==> config.mk <==
export PLATFORM = sky130hd
export DESIGN_NAME = seg_display_driver
export DESIGN_NICKNAME = d
export VERILOG_FILES = /design/src/rtl/seg_display_driver.sv
export SDC_FILE = /design/constraint.sdc
export NUM_CORES = 1
export LEC_CHECK = 0
export CAP_MARGIN = 20
export CORE_UTILIZATION = 25
export CTS_BUF_LIST = sky130_fd_sc_hd__clkbuf_4 sky130_fd_sc_hd__clkbuf_8
export DETAILED_ROUTE_END_ITERATION = 6
export HOLD_SLACK_MARGIN = 0.15
export MAX_ROUTING_LAYER = met4
export PLACE_DENSITY_LB_ADDON = 0.15
export RECOVER_POWER = 100
export SYNTH_ARGS = -nofsm -noshare
export SYNTH_HDL_FRONTEND = slang
export SYNTH_SLANG_ARGS = --single-unit
==> constraint.sdc <==
create_clock -name MCLK -period 5.6 [get_ports MCLK]
set_clock_uncertainty 0.05 [all_clocks]
set_input_delay 1.12 -clock MCLK [delete_from_list [all_inputs] [get_ports MCLK]]
set_output_delay 1.12 -clock MCLK [all_outputs]
set_load 0.1 [all_outputs]
==> src/rtl/seg_display_driver.sv <==
// Time-multiplexed 4-digit common-anode 7-segment driver: refresh scan with anti-ghost blanking, blink timer, BCD decode.
// Optional build macro LEADING_ZERO_BLANK_EN suppresses a leading zero on digit3 while it is not being edited.
module seg_display_driver #(
  parameter int REFRESH_DIV  = 100000,
  parameter int BLANK_CYCLES = 16,
  parameter int BLINK_HALF   = 50000000
) (
  input  logic       MCLK,
  input  logic       RESET,
  input  logic [3:0] digit3,
  input  logic [3:0] digit2,
  input  logic [3:0] digit1,
  input  logic [3:0] digit0,
  input  logic [3:0] dp_en,
  input  logic       blink_en,
  input  logic [1:0] blink_loc,
  input  logic       blink_all,
  output logic [3:0] ANODE,
  output logic [6:0] SEG,
  output logic       DP
);

  localparam int RW = (REFRESH_DIV > 1) ? $clog2(REFRESH_DIV) : 1;
  localparam int BW = (BLINK_HALF > 1) ? $clog2(BLINK_HALF) : 1;

  logic [RW-1:0] r_refresh_cnt;
  logic [1:0]    r_scan_idx;
  logic [BW-1:0] r_blink_cnt;
  logic          r_blink_phase;

  logic          w_refresh_wrap;
  logic          w_blink_active;
  logic          w_blink_wrap;
  logic          w_blank;
  logic          w_hide;
  logic [3:0]    w_digit;
  logic [6:0]    w_seg;
  logic [3:0]    w_anode;

  assign w_refresh_wrap = (r_refresh_cnt == RW'(REFRESH_DIV - 1));
  assign w_blink_active = blink_en | blink_all;
  assign w_blink_wrap   = (r_blink_cnt == BW'(BLINK_HALF - 1));
  assign w_blank        = (r_refresh_cnt < RW'(BLANK_CYCLES));

  // NOTE: every always_comb output gets a default first so no path can infer a latch.
  always_comb begin
    w_digit = digit0;
    case (r_scan_idx)
      2'd0: w_digit = digit0;
      2'd1: w_digit = digit1;
      2'd2: w_digit = digit2;
      2'd3: w_digit = digit3;
      default: w_digit = digit0;
    endcase
  end

  always_comb begin
    w_seg = 7'b0111111;
    case (w_digit)
      4'd0: w_seg = 7'b1000000;
      4'd1: w_seg = 7'b1111001;
      4'd2: w_seg = 7'b0100100;
      4'd3: w_seg = 7'b0110000;
      4'd4: w_seg = 7'b0011001;
      4'd5: w_seg = 7'b0010010;
      4'd6: w_seg = 7'b0000010;
      4'd7: w_seg = 7'b1111000;
      4'd8: w_seg = 7'b0000000;
      4'd9: w_seg = 7'b0010000;
      default: w_seg = 7'b0111111;
    endcase
  end

  // Hidden slots keep their anode high; blink_all outranks the single-digit blink.
  always_comb begin
    w_hide = 1'b0;
    if (!r_blink_phase) begin
      if (blink_all)
        w_hide = 1'b1;
      else if (blink_en && (r_scan_idx == blink_loc))
        w_hide = 1'b1;
    end
`ifdef LEADING_ZERO_BLANK_EN
    if ((r_scan_idx == 2'd3) && (digit3 == 4'd0) && !blink_en)
      w_hide = 1'b1;
`endif
  end

  always_comb begin
    w_anode = 4'b1111;
    if (!w_blank && !w_hide)
      w_anode = ~(4'b0001 << r_scan_idx);
  end

  // NOTE: sequential state uses non-blocking assignments so all registers update from pre-edge values.
  always_ff @(posedge MCLK) begin
    if (RESET) begin
      r_refresh_cnt <= '0;
      r_scan_idx    <= 2'd0;
      r_blink_cnt   <= '0;
      r_blink_phase <= 1'b1;
      ANODE         <= 4'b1111;
      SEG           <= 7'b1111111;
      DP            <= 1'b1;
    end else begin
      if (w_refresh_wrap) begin
        r_refresh_cnt <= '0;
        r_scan_idx    <= r_scan_idx + 2'd1;
      end else begin
        r_refresh_cnt <= r_refresh_cnt + RW'(1);
      end

      if (!w_blink_active) begin
        r_blink_cnt   <= '0;
        r_blink_phase <= 1'b1;
      end else if (w_blink_wrap) begin
        r_blink_cnt   <= '0;
        r_blink_phase <= ~r_blink_phase;
      end else begin
        r_blink_cnt   <= r_blink_cnt + BW'(1);
      end

      ANODE <= w_anode;
      SEG   <= w_seg;
      DP    <= ~dp_en[r_scan_idx];
    end
  end

endmodule

==> results of run 1 <==
==> cells in the final DEF, fill, tap and decap left out, drive strengths merged, types with 3 or more instances in the layout <==
cell	instances
or4	11
a222oi	4
ha	10
inv	18
clkinv	3
xor2	10
and3	3
nor3	8
and4	5
dlygate4sd3	15
or3	15
mux2	3
nand4	11
o21ai	16
xnor2	16
clkdlybuf4s50	22
clkbuf	11
nand3	22
nand2	20
a21oi	21
nor2	36
mux2i	3
dfxtp	58
o31ai	5
==> critical path: stages <==
cell	delay [ps]
dlygate4sd3_1	860
nor2_1	130
o21ai_0	210
clkbuf_1	850
nor2_1	120
==> flip-flops by register name, summed over array words and instances (netlist names) <==
signal,count
DP,1
ANODE,4
r_refresh_cnt,17
r_blink_phase,1
r_blink_cnt,26
r_scan_idx,2
SEG,7
==> layout make-up <==
| type | instances | area share |
|---|---|---|
| multi-input cells | 233 | 0.4271 |
| flip-flops and latches | 58 | 0.3365 |
| repair buffers | 38 | 0.1084 |
| well taps | 140 | 0.05076 |
| clock buffers | 10 | 0.03807 |
| clock inverters | 6 | 0.01958 |
| inverters | 18 | 0.01958 |
==> cell families (layout without fill, tap and decap cells) <==
kind of cell             count (synthesis)  in the layout
flip-flops                              58             58
buffers and inverters                   27             72
XOR/XNOR                                26             26
adder cells (fa/ha/maj)                 10             10
AO/OA/AOI/OAI                           54             54
AND/OR/NAND/NOR                        136            136
multiplexers                             7              7
==> through the flow <==
stage	total power, mW	hold slack, ps
finish	0.8989	419.0
global route	0.9350	447.4
CTS	0.9174	423.6
detailed placement	0.5188	406.7
global placement	0.5194	399.9
floorplan	0.4867	379.5
==> worst max path at each step <==
stage                      to  slack, ps  cells after the start       from
2_1_floorplan          SEG[1]       3140                      7  digit2[1]
3_5_place_dp           SEG[1]       2640                      8  digit2[1]
5_1_grt        r_blink_cnt[4]       2230                      5      RESET
3_3_place_gp           SEG[1]       2630                      8  digit2[1]
6_report       r_blink_cnt[5]       2430                      5      RESET
4_1_cts                SEG[6]       2590                      1     SEG[6]
==> layer usage <==
layer  routed length [um]  track usage  up-vias  part of all wire
li1                     -            -     1221                 -
met1                 3004       0.1425     1101              0.47
met2                 2989       0.1931       35              0.47
met3                  209      0.03040       11             0.033
met4                  122      0.05871        0             0.019
met5                    0            -        -                 0
==> power by group <==
part           internal (mW)  total, mW  switching (mW)
Sequential             0.419      0.423         0.00391
Clock                  0.211      0.393           0.182
Combinational         0.0298     0.0826          0.0528
==> reports/results.tsv, run 1 <==
metric	value	unit
Final Util	0.3197	
number of global-route vias before repair	2174	
compound-gate portion of the synthesized area	0.1235	
final setup TNS	0	ps
placed cell areas	3271	um2
Placeable Area	10790	um2
synthesis warning total	0	
# H-tree levels	3	
GPL Wtd Cong	0.7555	
Syn Area/Cell	8.695	um2
Critical Path AT	3310	ps
Syn Nets	354	
Initial Util	0.2562	
simple-gate portion of the synthesized area	0.2588	
max-cap viol count	0	
worst setup margin	2433	ps
worst-case clock buffer depth	2	
I/O Buffers	37	
DIE AREA	11490	um2
period utilisation layout	0.5656	
Slew Limit Fails	0	
Die Y-Extent	107.2	um
# setup viols final	0	
Pre-antenna DRT Iters	4	
R2R Setup Slk	2660	ps
Hold Path Origin	r_refresh_cnt[0]	
Synth Cell Area	2765	um2
wire length per cell	12.57	um
Synth area leader	dfxtp_1	
outcome	complete, no violations	
Final #Nets	394	
die width	107.2	um
top cell type's share of synthesized area	0.4199	
initial DRC count	79	
xor and xnor area share after synthesis	0.08235	
vias per cell	4.708	
num rows	38	
# IOs	38	
CP Capture Type	flop	
Hold Crit Class	reg2reg	
Primary FF master, synth	dfxtp_1	
WP data required	5740	ps
Final Hold Fails	0	
Max Fclk	0.3157	GHz
post-synthesis mux area share	0.03122	
Netlist cell types	39	
startpoint types	input pin	
largest family of logic cells by synthesized area	simple AND/OR/NAND/NOR gates	
main area contributors after synthesis	dfxtp_1, xnor2_1, nor2_1, ha_1, nand3_1	
peak supply drop	0.1056	mV
clock slew at reported path FFs	70	ps
most common cell in the netlist	dfxtp_1	
worst r2r src	r_blink_cnt[0]	
largest net degree at the start of global routing	27	
area delta synth->final	24.80	%
Routed Antenna Nets	0	
register area share after synthesis	0.4199	
initial antenna violation count	0	
Post-synth EDFFs	0	
PD cells	260.5	nW/um2
number of remaining DRC errors	0	
Hold Crit Depth	1	
Num Clock Sinks	58	
Overflow after GRT	0	
Synth async-reset ratio	0	
Post-CTS Setup Bufs	0	
Synth Area in Adders	0.04525	
measured slew at the worst slew-check pin	1218	ps
Seq cells post-synth	58	
Routed WL	6325	um
Design Area, Final	3451	um2
Final Non-Filler Cells	503	
total vias in the final route	2368	
Root Driver	clkbuf_8	
multi-input logic area	1474	um2
RSZ-0062 raised after global routing	no	
top post-synthesis cells by count	dfxtp_1, nor2_1, nand3_1	
Crit Path Max Fanout	23	
CTS tree	built	
clk_lat worst skew	340	ps
FILL cells	1145	
Cells after DPL	486	
TritonCTS buffer count	9	
Min-Delay Endpoint	r_refresh_cnt[0]	
Setup CP Type	in2reg	
hpwl dp	4346	um
fraction of layout cells with a size suffix above 1	0.06061	
Overall Global Routing Usage	0.1211	
Slew HR	0.1862	
post-cts sizing count	0	
instance count of the mapped netlist	318	
first-pass GRT wire length	10340	um
# diodes	0	
FF/Latch Area	1161	um2
leakage	1.141	nW
FF-to-FF End	r_blink_cnt[5]	
hold buffers post-CTS	0	
fin crit period	3167	ps
Reg2Reg Depth	6	
DP Worst Slack	2635	ps
(Power assumes the default switching activity.)
==> run 2, diff against run 1 <==
==> constraint.sdc (replaced) <==
create_clock -name MCLK -period 2.8 [get_ports MCLK]
set_clock_uncertainty 0.05 [all_clocks]
set_input_delay 0.56 -clock MCLK [delete_from_list [all_inputs] [get_ports MCLK]]
set_output_delay 0.56 -clock MCLK [all_outputs]
set_load 0.1 [all_outputs]
==> run 2 against run 1 <==
- setup slack got worse by 2100 ps
- critical path depth fell by 1
- flip-flop and latch count stayed put
- die area did not move
- final area is 1.8% lower
==> reports/results.tsv, run 2 (synthesis gave the netlist of run 1 again) <==
metric	value	unit
initial antenna violation count	0	
# diodes	0	
CTS tree	built	
max-cap viol count	0	
number of global-route vias before repair	2227	
Setup CP Type	reg2reg	
Slew HR	0.2113	
worst-case clock buffer depth	2	
DIE AREA	11490	um2
Critical Path AT	2620	ps
PD cells	529.3	nW/um2
number of remaining DRC errors	0	
post-cts sizing count	0	
hpwl dp	4392	um
met3 GRT Util	0.03343	
fraction of layout cells with a size suffix above 1	0.06868	
multi-input logic area	1478	um2
Crit Path Max Fanout	17	
biggest regs	r_blink_cnt: 26 flops, r_refresh_cnt: 17 flops, SEG: 7 flops	
Routed WL	6252	um
FILL cells	1166	
Routed Antenna Nets	0	
Initial Util	0.2562	
largest net degree at the start of global routing	27	
first-pass GRT wire length	10330	um
GPL Wtd Cong	0.7562	
Final #Nets	395	
Root Driver	clkbuf_8	
leakage	1.134	nW
final setup TNS	0	ps
DP Worst Slack	358.3	ps
die width	107.2	um
Final Hold Fails	0	
met2 Track Usage GR	0.1945	
WP data required	2950	ps
Most flops, register	r_blink_cnt	
outcome	complete, no violations	
RSZ-0062 raised after global routing	no	
measured slew at the worst slew-check pin	1188	ps
hold buffers post-CTS	0	
Die Y-Extent	107.2	um
Num Clock Sinks	58	
fin crit period	2464	ps
FF/Latch Area	1161	um2
Placeable Area	10790	um2
met1 GRT Util	0.1354	
# H-tree levels	3	
period utilisation layout	0.8801	
# setup viols final	0	
peak supply drop	0.1840	mV
most used routing layer	met2	
I/O Buffers	37	
Max Fclk	0.4058	GHz
# IOs	38	
Hold Crit Class	reg2reg	
wire length per cell	12.40	um
clock slew at reported path FFs	80	ps
Pre-antenna DRT Iters	4	
CP Capture Type	flop	
Overall Global Routing Usage	0.1177	
Hold WS	414.2	ps
worst setup margin	335.7	ps
vias per cell	4.677	
startpoint types	flop	
TritonCTS buffer count	9	
Slew Limit Fails	0	
commonest cells after routing, fill and taps aside	dfxtp_1, nor2_1, clkdlybuf4s50_1, nand3_1, a21oi_1	
initial DRC count	54	
total vias in the final route	2357	
max reg flops	26	
Overflow after GRT	0	
area delta synth->final	22.49	%
Post-CTS Setup Bufs	0	
commonest non-fill, non-tap cell in the layout	dfxtp_1	
clk_lat worst skew	340	ps
num rows	38	
[run 2: layer usage]
metal,wire (um),part of all wire
met5,0,0
met4,95,0.015
met2,2974,0.48
met3,248,0.040
met1,2934,0.47
[run 2: final timing paths]
path / from / endpoint / slack, ps / cells after the start
setup reg to reg: r_refresh_cnt[11] / r_refresh_cnt[10] / 340 / 4
hold reg to reg: r_refresh_cnt[0] / r_refresh_cnt[0] / 410 / 1
setup / recovery: r_refresh_cnt[11] / r_refresh_cnt[10] / 340 / 4
hold / removal: r_refresh_cnt[0] / r_refresh_cnt[0] / 410 / 1
[run 2: layout make-up]
class	instances	share of cell area
multi-input cells	233	0.4363
flip-flops and latches	58	0.3428
repair buffers	39	0.09088
well taps	140	0.05172
clock buffers	10	0.03879
inverters	18	0.01995
clock inverters	6	0.01958
[run 2: power breakdown]
part | switching (mW) | total, mW | internal, mW
logic | 0.107 | 0.162 | 0.0547
clock network | 0.362 | 0.784 | 0.422
registers | 0.00749 | 0.846 | 0.839
total | 0.477 | 1.79 | 1.32
[run 2: worst max-delay path, stage by stage, from the launching register on]
cell,delay [ps]
dfxtp_1,350
or4_1,550
or4_1,630
o21bai_2,610
nor2_1,140
[run 2: through the flow]
step	utilization	area [um2]	std cells	power (mW)
final	0.3138	3387	504	1.793
after global routing	0.3138	3387	504	1.866
after CTS	0.3200	3453	504	1.830
after global placement	0.3016	3256	488	1.039
after detailed placement	0.3016	3256	488	1.038
after floorplan	-	2765	318	0.9734
==> run 3, diff against run 2 <==
--- a/config.mk
+++ b/config.mk
@@ -6,7 +6,8 @@
 export NUM_CORES = 1
 export LEC_CHECK = 0
 export CAP_MARGIN = 20
-export CORE_UTILIZATION = 25
+export CORE_MARGIN = 5
+export CORE_UTILIZATION = 51
 export CTS_BUF_LIST = sky130_fd_sc_hd__clkbuf_4 sky130_fd_sc_hd__clkbuf_8
 export DETAILED_ROUTE_END_ITERATION = 6
 export HOLD_SLACK_MARGIN = 0.15
==> run 3 against run 2 <==
- sequential power is essentially flat
- largest cell class unchanged
- core utilization grew 33 points
- largest power group is now the clock network
- first-iteration DRC count grew 100%
==> reports/results.tsv, run 3 (synthesis gave the netlist of run 1 again) <==
metric	value	unit
outcome	complete, no violations	
vias per cell	5.491	
Setup CP Type	reg2reg	
number of remaining DRC errors	0	
Max Fclk	0.3990	GHz
die width	83.64	um
WP data required	2930	ps
Top delay family on crit path	simple AND/OR/NAND/NOR gates	
hold buffers post-CTS	0	
Initial Util	0.5346	
startpoint types	flop	
# setup viols final	0	
period utilisation layout	0.8950	
cell internal pwr	1.426	mW
Num Clock Sinks	58	
Critical path buffers and inverters	0	
Overall Global Routing Usage	0.1699	
num rows	26	
Max stage delay on crit path	850	ps
PD cells	561.3	nW/um2
final setup TNS	0	ps
total vias in the final route	2383	
area delta synth->final	20.45	%
I/O Buffers	37	
Final #Nets	395	
# IOs	38	
initial DRC count	109	
Routed Antenna Nets	0	
CP Capture Type	flop	
Pre-antenna DRT Iters	4	
Worst path slowest cell	o21ai_2	
TritonCTS buffer count	9	
number of global-route vias before repair	2128	
Critical Path AT	2630	ps
max-cap viol count	0	
measured slew at the worst slew-check pin	1192	ps
largest net degree at the start of global routing	27	
Placeable Area	5172	um2
biggest regs	r_blink_cnt: 26 flops, r_refresh_cnt: 17 flops, SEG: 7 flops	
CTS tree	built	
# H-tree levels	3	
DIE AREA	6995	um2
GPL Wtd Cong	0.8325	
Logic pwr share	0.086	
worst-case clock buffer depth	2	
post-cts sizing count	0	
hpwl dp	4003	um
Clk pwr share	0.461	
Routed WL	5804	um
Crit Path Max Fanout	26	
initial antenna violation count	0	
clock slew at reported path FFs	70	ps
Sw Pwr	443.6	uW
Most flops, register	r_blink_cnt	
fraction of layout cells with a size suffix above 1	0.07143	
Overflow after GRT	0	
max reg flops	26	
Die Y-Extent	83.64	um
Hold Crit Class	reg2reg	
Seq pwr share	0.453	
Post-CTS Setup Bufs	0	
wire length per cell	13.37	um
clk_lat worst skew	330	ps
Root Driver	clkbuf_8	
cells along the critical path	ha_1 > nand3_1 > or4_1 > o21ai_2 > nor2_1	
commonest cells after routing, fill and taps aside	dfxtp_1, nor2_1, clkdlybuf4s50_1, nand3_1, a21oi_1	
Slew Limit Fails	0	
peak supply drop	0.3845	mV
RSZ-0062 raised after global routing	no	
first-pass GRT wire length	9528	um
# diodes	0	
Final Hold Fails	0	
leakage	1.155	nW
fin crit period	2506	ps
Slew HR	0.2086	
commonest non-fill, non-tap cell in the layout	dfxtp_1	
switching share of power	0.2373	
Final Util	0.6439	
-- run 3: path summary, 6_finish.rpt --
kind	startpoint	to	slack [ps]	cells after the start
min	r_blink_cnt[0]	r_blink_cnt[0]	420	1
max	r_blink_cnt[0]	r_blink_cnt[8]	290	5
max reg2reg	r_blink_cnt[0]	r_blink_cnt[8]	290	5
min reg2reg	r_blink_cnt[0]	r_blink_cnt[0]	420	1
-- run 3: worst register-to-register path, cell delays in order (launching register included) --
cell	delay, ps
dfxtp_1	370
ha_1	210
nand3_1	150
or4_1	600
o21ai_2	850
nor2_1	120
-- run 3: final cells by class --
class                      count  area (um2)
tap                           70       87.58
clock inverter                 5       77.57
sequential                    58        1161
fill                         451        1842
clock buffer                  11       145.1
multi-input combinational    233        1481
inverter                      18       67.56
timing repair buffer          39       310.3
-- run 3: power groups by stage --
stage                     sequential, mW  clock (mW)  combinational (mW)
final                              0.847       0.862               0.161
after global routing               0.848       0.917               0.172
after CTS                          0.847       0.879               0.170
after detailed placement           0.866           0               0.168
after global placement             0.865           0               0.167
after floorplan                    0.924           0              0.0498
-- run 3: stage by stage --
stage	power, mW	instance area (um2)	worst slack, ps	instances	hold WS (ps)
after global routing	1.938	3331	139.5	434	441.4
after detailed placement	1.034	3168	293.4	418	403.9
final	1.869	3331	294.0	434	415.7
after floorplan	0.9734	2765	684.3	318	379.5
after global placement	1.032	3168	360.5	418	387.9
after CTS	1.896	3391	281.2	434	422.9
-- run 3: per-layer routing --
layer  share of wire  GRT usage
met5               0          -
met4           0.018    0.08626
met3           0.058    0.05429
met2            0.41     0.2444
met1            0.51     0.2131
